$ cat config.mk
export PLATFORM = sky130hd
export DESIGN_NAME = fetch_queue
export DESIGN_NICKNAME = d
export VERILOG_FILES = /design/src/rtl/fetch_pkg.sv /design/src/rtl/sync_fifo.sv /design/src/rtl/fetch_queue.sv
export SDC_FILE = /design/constraint.sdc
export NUM_CORES = 1
export LEC_CHECK = 0
export CELL_PAD_IN_SITES_DETAIL_PLACEMENT = 1
export CELL_PAD_IN_SITES_GLOBAL_PLACEMENT = 2
export CORE_UTILIZATION = 42
export CTS_CLUSTER_DIAMETER = 120
export DETAILED_ROUTE_END_ITERATION = 10
export PLACE_DENSITY_LB_ADDON = 0.3
export SKIP_LAST_GASP = 1
export SLEW_MARGIN = 15
export SYNTH_ARGS = -nofsm -noshare
export SYNTH_HDL_FRONTEND = slang
export SYNTH_SLANG_ARGS = --single-unit
$ cat constraint.sdc
create_clock -name clk -period 5.4 [get_ports clk]
set_input_delay 0.81 -clock clk [delete_from_list [all_inputs] [get_ports clk]]
set_output_delay 0.81 -clock clk [all_outputs]
set_load 0.01 [all_outputs]
$ cat src/rtl/fetch_pkg.sv
// Shared constants and types for the instruction fetch path.
// Default widths, reset PC and the buffered fetch-entry layout.
package fetch_pkg;

    localparam int FQ_AW       = 16;
    localparam int FQ_IW       = 16;
    localparam int FQ_RESET_PC = 0;

    typedef struct packed {
        logic [FQ_AW-1:0] addr;
        logic [FQ_IW-1:0] instr;
    } fetch_entry_t;

endpackage

$ cat src/rtl/sync_fifo.sv
// Small synchronous FIFO with occupancy count and flush.
// Flush wins over push/pop; push when full and pop when empty are ignored.
module sync_fifo #(
    parameter int W     = 32,
    parameter int DEPTH = 4
) (
    input  logic                   clk,
    input  logic                   rst,
    input  logic                   flush,
    input  logic                   push,
    input  logic [W-1:0]           push_data,
    input  logic                   pop,
    output logic [W-1:0]           pop_data,
    output logic                   full,
    output logic                   empty,
    output logic [$clog2(DEPTH):0] count
);

    localparam int PW = $clog2(DEPTH);
    localparam int CW = PW + 1;

    logic [W-1:0]  mem [DEPTH];
    logic [PW-1:0] wr_ptr;
    logic [PW-1:0] rd_ptr;
    logic          do_push;
    logic          do_pop;

    assign full     = (count == CW'(DEPTH));
    assign empty    = (count == '0);
    assign do_push  = push && !full;
    assign do_pop   = pop && !empty;
    assign pop_data = mem[rd_ptr];

    // Storage array; no reset needed since count gates visibility.
    always_ff @(posedge clk) begin
        if (do_push) begin
            mem[wr_ptr] <= push_data;
        end
    end

    // Pointers and occupancy; pointers wrap since DEPTH is a power of two.
    always_ff @(posedge clk or posedge rst) begin
        if (rst) begin
            wr_ptr <= '0;
            rd_ptr <= '0;
            count  <= '0;
        end else if (flush) begin
            wr_ptr <= '0;
            rd_ptr <= '0;
            count  <= '0;
        end else begin
            if (do_push) begin
                wr_ptr <= wr_ptr + PW'(1);
            end
            if (do_pop) begin
                rd_ptr <= rd_ptr + PW'(1);
            end
            count <= count + CW'(do_push) - CW'(do_pop);
        end
    end

endmodule

$ cat src/rtl/fetch_queue.sv
// Prefetching instruction fetch queue with credit-limited issue.
// Redirects flush buffered entries and drop responses still in flight.
module fetch_queue
    import fetch_pkg::*;
#(
    parameter int AW       = FQ_AW,
    parameter int IW       = FQ_IW,
    parameter int DEPTH    = 4,
    parameter int RESET_PC = FQ_RESET_PC
) (
    input  logic          clk,
    input  logic          rst,
    output logic          ib_push,
    output logic [AW+IW-1:0] ib_push_data,
    input  logic          ib_full,
    output logic          mem_re,
    output logic [AW-1:0] mem_raddr,
    input  logic          mem_ready,
    input  logic [AW-1:0] mem_addr_out,
    input  logic [IW-1:0] mem_data_out,
    input  logic          branch_taken,
    input  logic [AW-1:0] branch_target
);

    localparam int CW = $clog2(DEPTH) + 1;

    logic [AW-1:0] pc;
    logic [CW-1:0] out_cnt;
    logic [CW-1:0] drop_cnt;
    logic [CW-1:0] count;
    logic [CW:0]   used;
    logic          fifo_full;
    logic          fifo_empty;
    logic          fifo_push;
    logic          issue;

    assign used      = {1'b0, out_cnt} + {1'b0, count};
    assign issue     = !rst && !branch_taken
                       && (used < (CW+1)'(DEPTH));
    assign mem_re    = issue;
    assign mem_raddr = pc;

    assign fifo_push = mem_ready && (drop_cnt == '0)
                       && !branch_taken && !fifo_full;
    assign ib_push   = !rst && !ib_full && !fifo_empty
                       && !branch_taken;

    sync_fifo #(
        .W     (AW + IW),
        .DEPTH (DEPTH)
    ) u_fifo (
        .clk       (clk),
        .rst       (rst),
        .flush     (branch_taken),
        .push      (fifo_push),
        .push_data ({mem_addr_out, mem_data_out}),
        .pop       (ib_push),
        .pop_data  (ib_push_data),
        .full      (fifo_full),
        .empty     (fifo_empty),
        .count     (count)
    );

    // Fetch PC, in-flight request count and stale-response count.
    always_ff @(posedge clk or posedge rst) begin
        if (rst) begin
            pc       <= AW'(RESET_PC);
            out_cnt  <= '0;
            drop_cnt <= '0;
        end else begin
            out_cnt <= out_cnt + CW'(issue) - CW'(mem_ready);
            if (branch_taken) begin
                pc       <= branch_target;
                drop_cnt <= out_cnt - CW'(mem_ready);
            end else begin
                if (issue) begin
                    pc <= pc + AW'(1);
                end
                if (mem_ready && (drop_cnt != '0)) begin
                    drop_cnt <= drop_cnt - CW'(1);
                end
            end
        end
    end

endmodule

==> results of run 1 <==
cell families after synthesis:
group,after synthesis,synth area share
compound gates,28,0.0276
mux,36,0.119
buf+inv,32,0.0188
simple gates,74,0.0632
xor+xnor,15,0.0206
fa+ha+maj,17,0.0356
flops,157,0.715
how the worst max path moves through the flow:
| stage | startpoint | end | cells after the start |
|---|---|---|---|
| floorplan | branch_taken | u_fifo.mem[0][0]$_DFFE_PP_ | 3 |
| global placement | rst | mem_re | 5 |
| detailed placement | mem_ready | u_fifo.mem[0][18]$_DFFE_PP_ | 4 |
| CTS | u_fifo.rd_ptr[0]$_DFFE_PP0P_ | ib_push_data[2] | 3 |
| global route | u_fifo.rd_ptr[0]$_DFFE_PP0P_ | ib_push_data[2] | 3 |
| finish | u_fifo.rd_ptr[0]$_DFFE_PP0P_ | ib_push_data[1] | 3 |
per-stage QoR:
step           cells  utilization  total power [mW]  hold WS (ns)  setup slack [ns]
5_1_grt          666        0.560              3.20         0.622              1.58
6_report         666        0.560              3.08         0.552              1.77
2_1_floorplan    359            -              1.68         0.503              2.67
3_3_place_gp     634        0.518              1.85         0.536              1.94
3_5_place_dp     634        0.518              1.87         0.543              1.81
4_1_cts          666        0.560              3.11         0.557              1.67
per-layer routing:
| metal | track usage | part of all wire | vias to the layer above |
|---|---|---|---|
| li1 | - | - | 1623 |
| met1 | 0.242 | 0.44 | 1803 |
| met2 | 0.308 | 0.51 | 82 |
| met3 | 0.0441 | 0.034 | 11 |
| met4 | 0.0789 | 0.015 | 0 |
| met5 | 0 | 0 | - |
critical path, cell delays in order (launching register included):
cell	delay, ns
dfrtp_2	0.91
buf_4	0.39
mux4_2	0.58
clkdlybuf4s50_1	0.51
area by class of cell:
type	count	area (µm²)	share of cell area
Clock buffer	21	450	0.0547
Sequential cell	157	4570	0.555
Timing Repair Buffer	105	1040	0.127
Tap cell	184	230	0.0280
Inverter	18	67.6	0.00820
Clock inverter	11	166	0.0202
Multi-Input combinational cell	170	1710	0.207
flip-flops by register name (all words and copies together), names as in the netlist:
name	count
mem_raddr	16
u_fifo.mem	128
u_fifo.rd_ptr	2
drop_cnt	3
u_fifo.wr_ptr	2
out_cnt	3
u_fifo.count	3
cells in the final DEF (no fill, tap or decap), drive strengths merged, types with 4 or more instances in the layout:
cell,count
a31oi,6
and2,4
bufinv,4
clkbuf,21
clkdlybuf4s50,102
clkinv,4
dfrtp,29
edfxtp,128
ha,15
inv,18
mux4,32
nand2,15
nand3,11
nand4,4
nor2,13
nor3,4
o21ai,11
or3,4
or4,6
xnor2,9
xor2,6
report_power, final:
group	switching [mW]	total, mW	internal (mW)
Sequential	0.0587	1.44	1.38
Clock	0.457	1.24	0.783
Combinational	0.189	0.403	0.213
==> summary.md, run 1 <==
| Metric | Value |
|---|---|
| Setup bufs post-CTS | `0` |
| Slew headroom | `0.410` |
| Critical path class | `flip-flop to output pin` |
| Post-synth top area cell | `edfxtp_1` |
| Violated checks | `design-rule violations` |
| Nets | `539` |
| Clock buffer depth | `2` |
| First-pass GRT wire length | `21500 µm` |
| Area contributors post-synth | `edfxtp_1 (60%), dfrtp_1 (11%), mux4_2 (11%)` |
| Netlist cell types | `38` |
| Most numerous cell in the Yosys netlist | `edfxtp_1` |
| HP Start | `u_fifo.wr_ptr[0]$_DFFE_PP0P_` |
| H-tree Lvls | `4` |
| Core area | `14700 µm²` |
| Hold Path End | `u_fifo.wr_ptr[0]$_DFFE_PP0P_` |
| CTS Hold Buffers Added | `0` |
| I/O Pins | `103` |
| Port Buffers | `102` |
| Final Hold Fails | `0` |
| Hold crit path type | `flip-flop to flip-flop` |
| Mean routed wirelength per cell | `20.3 µm` |
| EDFF count, synth | `128` |
| Share of the synthesized area in the top cell type | `0.601` |
| Unrepaired setup endpoints after global routing | `false` |
| Yosys warns | `0` |
| R2R Path End | `u_fifo.mem[2][30]$_DFFE_PP_` |
| Number of DRC markers in iteration 0 | `199` |
| Status | `finished, violations left` |
| Register bit total from synthesis | `157` |
| Antenna Cells | `0` |
| Synth Instances | `359` |
| Fin. max-slew vios | `0` |
| Placer Congestion | `0.717` |
| RR Startpoint | `drop_cnt[0]$_DFFE_PP0P_` |
| CTS tree | `built` |
| Final TNS setup | `0 ns` |
| Drc violations | `5` |
| Remaining global-route overflow | `0` |
| Gr usage total | `0.188` |
| DIE HEIGHT | `125 µm` |
| Largest net degree at the start of global routing | `35` |
| DIE AREA | `15700 µm²` |
| Reg2reg setup slack | `2.49 ns` |
| Area growth syn-to-layout | `28.9%` |
| Syn nets | `429` |
| Total of max-cap violations | `0` |
| Max Clock Skew | `0.00949 ns` |
| Post_cts resized | `0` |
| R2R depth | `5` |
| Final wirelength | `13500 µm` |
| Cell Pwr Density | `374 nW/µm²` |
| Clock root buffer | `clkbuf_16` |
| Seq/Total Area, Yosys | `0.715` |
| Mapped Area | `6390 µm²` |
| Post-DP HPWL | `8620 µm` |
| Syn avg cell area | `17.8 µm²` |
| Synth Flop Type | `edfxtp_1` |
| Post-DRT Antenna Nets | `0` |
| Arrival time at the worst endpoint | `2.82 ns` |
| Fin crit period | `3.63 ns` |
| Clock Sinks | `157` |
| Worst skew pair latency | `0.43 ns` |
| Fraction of layout cells with a size suffix above 1 | `0.158` |
| Vias in the first global route | `3795` |
| Die width | `125 µm` |
| Placed cell area | `7620 µm²` |
| Num rows | `44` |
| Worst path required time | `4.59 ns` |
| Fmax | `276 MHz` |
| Initial Util | `0.435` |
| Worst-margin pin slew | `0.884 ns` |
| Vias post-DR | `3519` |
| Initial antenna violation count | `0` |
| Final cycle utilization of the critical path | `0.672` |
| Post-route cell area | `8240 µm²` |
| Filler cell count | `1327` |
| Vias/cell | `5.28` |
| Leak Pwr | `2.81 nW` |
| Synth cell count leaders | `edfxtp_1 (128), mux4_2 (32), dfrtp_1 (29), inv_1 (18)` |
| Worst vdd ir | `0.000232 V` |
| Max FO, Critical Path | `24` |
| Hold path depth | `1` |
| Clock-pin slew of the registers on the worst-case setup and hold paths | `0.06 ns` |
| Critical Path Source Type | `flip-flop` |
| Async S/R FF share, synth | `0.185` |
| Final Setup Violations | `0` |
| CTS buffer count | `17` |
| Crit end category | `output pin` |
| First-pass DRT Iterations | `10` |
(Power assumes the default switching activity.)
==> run 2: changes to the inputs <==
--- a/config.mk
+++ b/config.mk
@@ -7,7 +7,7 @@
 export LEC_CHECK = 0
 export CELL_PAD_IN_SITES_DETAIL_PLACEMENT = 1
 export CELL_PAD_IN_SITES_GLOBAL_PLACEMENT = 2
-export CORE_UTILIZATION = 42
+export CORE_UTILIZATION = 35
 export CTS_CLUSTER_DIAMETER = 120
 export DETAILED_ROUTE_END_ITERATION = 10
 export PLACE_DENSITY_LB_ADDON = 0.3
==> constraint.sdc (replaced) <==
create_clock -name clk -period 3.3 [get_ports clk]
set_input_delay 0.495 -clock clk [delete_from_list [all_inputs] [get_ports clk]]
set_output_delay 0.495 -clock clk [all_outputs]
set_load 0.01 [all_outputs]
==> run 2 against run 1 <==
  * Clock skew increased by 0.0072 ns
  * The flow now finishes without violations
  * Clock-buffer cell count decreased by 3
  * Routed wire length decreased by 1.2%
  * First-iteration DRC count decreased by 19%
  * Register-to-register slack got worse by 1.7 ns
  * Via count increased by 1.8%
  * Non-clock buffer count increased by 7
  * Die area increased by 20%
  * Highest routed layer unchanged
  * Total power increased by 58%
  * Global-route usage decreased by 3.6 points
  * Critical path depth increased by 2
  * Critical endpoint is now mem_re
  * Final area increased by 1.3%
==> summary.md, run 2 (synthesized netlist as in run 1, its figures left out) <==
| Metric | Value |
|---|---|
| CTS tree | `built` |
| Worst-margin pin slew | `0.577 ns` |
| Remaining global-route overflow | `0` |
| Final wirelength | `13400 µm` |
| Non-filler cells, final | `715` |
| Critical path class | `flip-flop to output pin` |
| Cells along the critical path | `ha_1, nor4_1, nand2_1, nor2_1, clkdlybuf4s50_1` |
| Post_cts resized | `0` |
| Final cycle utilization of the critical path | `0.902` |
| Mean routed wirelength per cell | `18.7 µm` |
| Seq pwr share | `0.482` |
| Fraction of layout cells with a size suffix above 1 | `0.167` |
| I/O Pins | `103` |
| Clock Sinks | `157` |
| Fin. max-slew vios | `0` |
| Placer Congestion | `0.679` |
| Clock-pin slew of the registers on the worst-case setup and hold paths | `0.06 ns` |
| Number of DRC markers in iteration 0 | `161` |
| Largest net degree at the start of global routing | `34` |
| Post-DP HPWL | `8740 µm` |
| First-pass GRT wire length | `20800 µm` |
| Vias/cell | `5.01` |
| Clock group share of total power | `0.381` |
| Final Hold Fails | `0` |
| Placed Instances | `686` |
| Fmax | `336 MHz` |
| R2R Path End | `mem_raddr[13]$_DFFE_PP0P_` |
| Cell Pwr Density | `583 nW/µm²` |
| Vias in the first global route | `3879` |
| Worst path required time | `2.80 ns` |
| Drc violations | `0` |
| Area growth syn-to-layout | `30.5%` |
| CP max stage delay | `0.56 ns` |
| Port Buffers | `102` |
| Total chip power | `4.86 mW` |
| Status | `complete, no violations` |
| Final TNS setup | `0 ns` |
| Clock buffer depth | `2` |
| Core area | `17900 µm²` |
| Fin crit period | `2.98 ns` |
| Hold crit path type | `primary input to asynchronous set/reset pin` |
| Total of max-cap violations | `0` |
| Internal power | `3.71 mW` |
| Initial antenna violation count | `0` |
| Initial Util | `0.357` |
| Largest register by flop count | `u_fifo.mem` |
| CTS Hold Buffers Added | `0` |
| Critical Path Source Type | `flip-flop` |
| Slowest CP cell | `clkdlybuf4s50_1` |
| Leading cell type in the layout, fill and taps excluded | `edfxtp_1` |
| Sw Pwr | `1.15 mW` |
| Sw frac | `0.237` |
| Unrepaired setup endpoints after global routing | `false` |
| RR Startpoint | `u_fifo.count[2]$_DFF_PP0_` |
| Max FO, Critical Path | `4` |
| Reg2reg setup slack | `0.80 ns` |
| H-tree Lvls | `4` |
| DIE AREA | `18800 µm²` |
| Max Clock Skew | `0.0167 ns` |
| DIE HEIGHT | `137 µm` |
| CTS buffer count | `17` |
| Worst vdd ir | `0.000386 V` |
| Post-layout util | `0.466` |
| Vias post-DR | `3581` |
| Max reg flops | `128` |
| Num rows | `49` |
| Arrival time at the worst endpoint | `2.48 ns` |
| Clock root buffer | `clkbuf_16` |
| Gr usage total | `0.152` |
| Die width | `137 µm` |
| Worst Hold Margin | `0.538 ns` |
| Leak Pwr | `2.84 nW` |
| Antenna Cells | `0` |
| Nets | `546` |
| R2R depth | `5` |
| Slew headroom | `0.615` |
| First-pass DRT Iterations | `4` |
| Post-DRT Antenna Nets | `0` |
| Final Setup Violations | `0` |
| Setup bufs post-CTS | `0` |
| Crit end category | `output pin` |
| Most frequent cells in the layout | `edfxtp_1 (128), clkdlybuf4s50_1 (102), mux4_2 (32), dfrtp_1 (27), inv_1 (18)` |
| Logic pwr share | `0.137` |
| Worst skew pair latency | `0.42 ns` |
run 2: cell count changes in the layout (fill, tap and decap cells not counted), sizes merged:
cell	before	now
bufinv	4	2
inv	18	21
clkbuf	21	18
clkinvlp	3	2
buf	3	10
run 2: cell type report:
class / instances / area, µm²
Tap cell: 229 / 287
Fill cell: 1732 / 9560
Inverter: 18 / 67.6
Clock buffer: 18 / 429
Sequential cell: 157 / 4570
Clock inverter: 11 / 120
Multi-Input combinational cell: 170 / 1710
Timing Repair Buffer: 112 / 1160
run 2: layer usage:
metal	vias to the layer above	global-route usage	wire length (µm)
li1	1631	-	-
met1	1858	0.185	5810
met2	78	0.257	6790
met3	14	0.0385	581
met4	0	0.0653	192
met5	-	0	0
run 2: power groups by stage:
stage	clock, mW	sequential (mW)	combinational (mW)
finish	1.85	2.34	0.666
global route	1.95	2.36	0.749
CTS	1.90	2.35	0.684
detailed placement	0	2.38	0.680
global placement	0	2.38	0.661
floorplan	0	2.37	0.371
run 2: per-stage QoR:
stage | setup WS (ns) | instance area, µm²
global placement | 0.433 | 7790
global route | 0.144 | 8340
floorplan | 0.689 | 6390
CTS | 0.258 | 8340
finish | 0.324 | 8340
detailed placement | 0.417 | 7790
run 2: worst max-delay path by stage:
stage	slack, ns	end	from
final	0.32	mem_re	u_fifo.count[2]$_DFF_PP0_
after global routing	0.14	mem_re	u_fifo.count[2]$_DFF_PP0_
after CTS	0.26	mem_re	u_fifo.count[2]$_DFF_PP0_
after detailed placement	0.42	mem_re	rst
after global placement	0.43	mem_re	rst
after floorplan	0.69	u_fifo.mem[0][0]$_DFFE_PP_	drop_cnt[0]$_DFFE_PP0P_
run 2: worst max-delay path: cells and delay by family, from the launching register on:
kind	cells	cell delay, ns
adders and majority gates	1	0.23
and+or+nand+nor	3	0.83
DFF	1	0.45
buffers and inverters	1	0.56
==> run 3: changes to the inputs <==
--- a/config.mk
+++ b/config.mk
@@ -10,6 +10,7 @@
 export CORE_UTILIZATION = 35
 export CTS_CLUSTER_DIAMETER = 120
 export DETAILED_ROUTE_END_ITERATION = 10
+export HOLD_SLACK_MARGIN = 0.03
 export PLACE_DENSITY_LB_ADDON = 0.3
 export SKIP_LAST_GASP = 1
 export SLEW_MARGIN = 15
==> results of run 3 <==
Final layout, timing and power as in run 2 (identical DEF).
==> edit, RTL diff (flow settings as in run 2) <==
Register the input `branch_target` before use. The logic sees it one clock later. The other inputs are not delayed to match.
--- a/src/rtl/fetch_queue.sv
+++ b/src/rtl/fetch_queue.sv
@@ -24,4 +24,10 @@
 
     localparam int CW = $clog2(DEPTH) + 1;
+
+    logic [AW-1:0] branch_target_q;
+
+    always_ff @(posedge clk) begin
+        branch_target_q <= branch_target;
+    end
 
     logic [AW-1:0] pc;
@@ -71,5 +77,5 @@
             out_cnt <= out_cnt + CW'(issue) - CW'(mem_ready);
             if (branch_taken) begin
-                pc       <= branch_target;
+                pc       <= branch_target_q;
                 drop_cnt <= out_cnt - CW'(mem_ready);
             end else begin
Behaviour: not the same (Yosys sat finds a counterexample within 4 cycles, from zero or initial values and one cycle with rst high).
==> edit against run 2 <==
  * Highest routed layer unchanged
  * Design area up 4.1%
  * Total power grew 5.5%
  * First-iteration DRC count is 11% higher
  * Worst setup slack worse by 0.033 ns
  * Synthesized area increased by 5.1%
  * Critical path depth stayed put
  * Utilization fell by 0.35 points
  * Global-route usage is 0.41 points lower
  * Wire length grew 1.0%
  * Sequential cell count increased by 16
==> edit: results (changes against run 2) <==
most frequent cells after synthesis -> edfxtp_1, mux4_2, dfrtp_1
GRT Total Usage -> 14.8% (-0.41 points)
placed cells -> 711 (+3.6%)
Synth cell types -> 41 (+7.9%)
H-tree depth -> 4 (unchanged)
layout cell share with drive strength beyond 1 -> 16.5% (-0.16 points)
max reg flops -> 128 (unchanged)
Pre-Repair DR Iteration Count -> 6 (+2)
vias per cell -> 4.90 (-2.1%)
HPWL Detailed -> 8690 µm (-0.55%)
Initial DRC Count -> 178 (+11%)
Clk Latency, worst-skew pair -> 0.42 ns (about the same)
length of routed wiring on met1 -> 6020 µm (+3.6%)
status -> complete, no violations
met2 usage in global routing -> 25.6% (-0.094 points)
dpl cell area -> 8110 µm² (+4.1%)
register area share after synthesis -> 72.8% (+1.3 points)
antenna violations before repair -> 0 (unchanged)
M1 GR Usage -> 18.0% (-0.52 points)
net count after synthesis -> 450 (+4.9%)
largest net degree at the start of global routing -> 38 (+12%)
Layout Cells excl Fill -> 743 (+3.9%)
clock skew -> 0.0129 ns (-0.00376 ns)
relative slew slack -> 69.6% (+8.1 points)
pre-CTS WS -> 0.391 ns (-0.0258 ns)
CTS resizes -> 0 (unchanged)
routed len/inst -> 18.2 µm (-2.8%)
Layout Nets -> 566 (+3.7%)
crit path DAT -> 2.51 ns (+0.03 ns)
LEAKAGE -> 2.98 nW (+5.1%)
multi-input logic area -> 1700 µm² (-0.37%)
Peak supply drop -> 0.353 mV (-8.5%)
Top reg by flops -> u_fifo.mem
Mean Syn Cell Area -> 17.7 µm² (-0.68%)
grt met3 use -> 4.14% (+0.28 points)
first-pass GRT wire length -> 21900 µm (+5.5%)
Synth area leaders -> edfxtp_1, dfrtp_1, mux4_2
met3 WL -> 548 µm (-5.7%)
setup bufs post-CTS -> 0 (unchanged)
routability cong. -> 0.744 (+9.5%)
Sw Ratio -> 24.6% (+0.88 points)
cts bufs inserted -> 17 (unchanged)
Layout fillers -> 1803 (+4.1%)
DR WL met2 -> 6830 µm (+0.57%)
vias in the first global route -> 3974 (+2.4%)
Synth Warn # -> 0 (unchanged)
Clock transition at path regs -> 0.07 ns
async set or reset register ratio after synthesis -> 16.8% (-1.7 points)
[edit: cell types whose count changed in the layout (fill, tap and decap cells not counted), moves of 3 or more]
cell	change
clkinv_4	+5
dfxtp_1	+16
o21ai_0	+3
or4_1	-3
buf_4	+3
or3_1	+4
[edit: worst paths after layout]
kind	start	to	slack [ns]	depth (start not counted)
hold / removal	rst	mem_raddr[0]	0.43	2
setup reg to reg	u_fifo.count[2]	mem_raddr[15]	0.78	5
setup / recovery	u_fifo.count[2]	mem_re	0.29	5
min in group clk	branch_target_q[2]	mem_raddr[2]	0.44	2
hold reg to reg	branch_target_q[2]	mem_raddr[2]	0.44	2
max in group asynchronous	rst	mem_raddr[15]	2.21	3
[edit: kinds of logic after synthesis]
group	share of synthesized area [%]
mux	11.0
simple gates	5.77
flops	72.8
xor+xnor	2.09
buf+inv	1.99
compound gates	2.96
fa+ha+maj	3.39
[edit: power by group through the flow]
| stage | registers [mW] | clock network, mW | logic (mW) |
|---|---|---|---|
| 2_1_floorplan | 2.58 | 0 | 0.373 |
| 3_3_place_gp | 2.59 | 0 | 0.670 |
| 3_5_place_dp | 2.60 | 0 | 0.685 |
| 4_1_cts | 2.55 | 1.97 | 0.690 |
| 5_1_grt | 2.57 | 2.04 | 0.758 |
| 6_report | 2.55 | 1.90 | 0.676 |
[edit: final cells by class]
cell class | count | area share [%]
clock buffers | 17 | 4.90
clock inverters | 15 | 1.60
inverters | 18 | 0.779
multi-input cells | 172 | 19.6
flip-flops and latches | 173 | 56.4
well taps | 234 | 3.37
repair buffers | 114 | 13.4
[edit: critical path: stages, from the launching register on]
cell             delay (ns)
dfrtp_1                0.46
ha_1                   0.23
nor4_1                 0.45
nand2_1                0.20
nor2_1                 0.19
clkdlybuf4s50_1        0.57
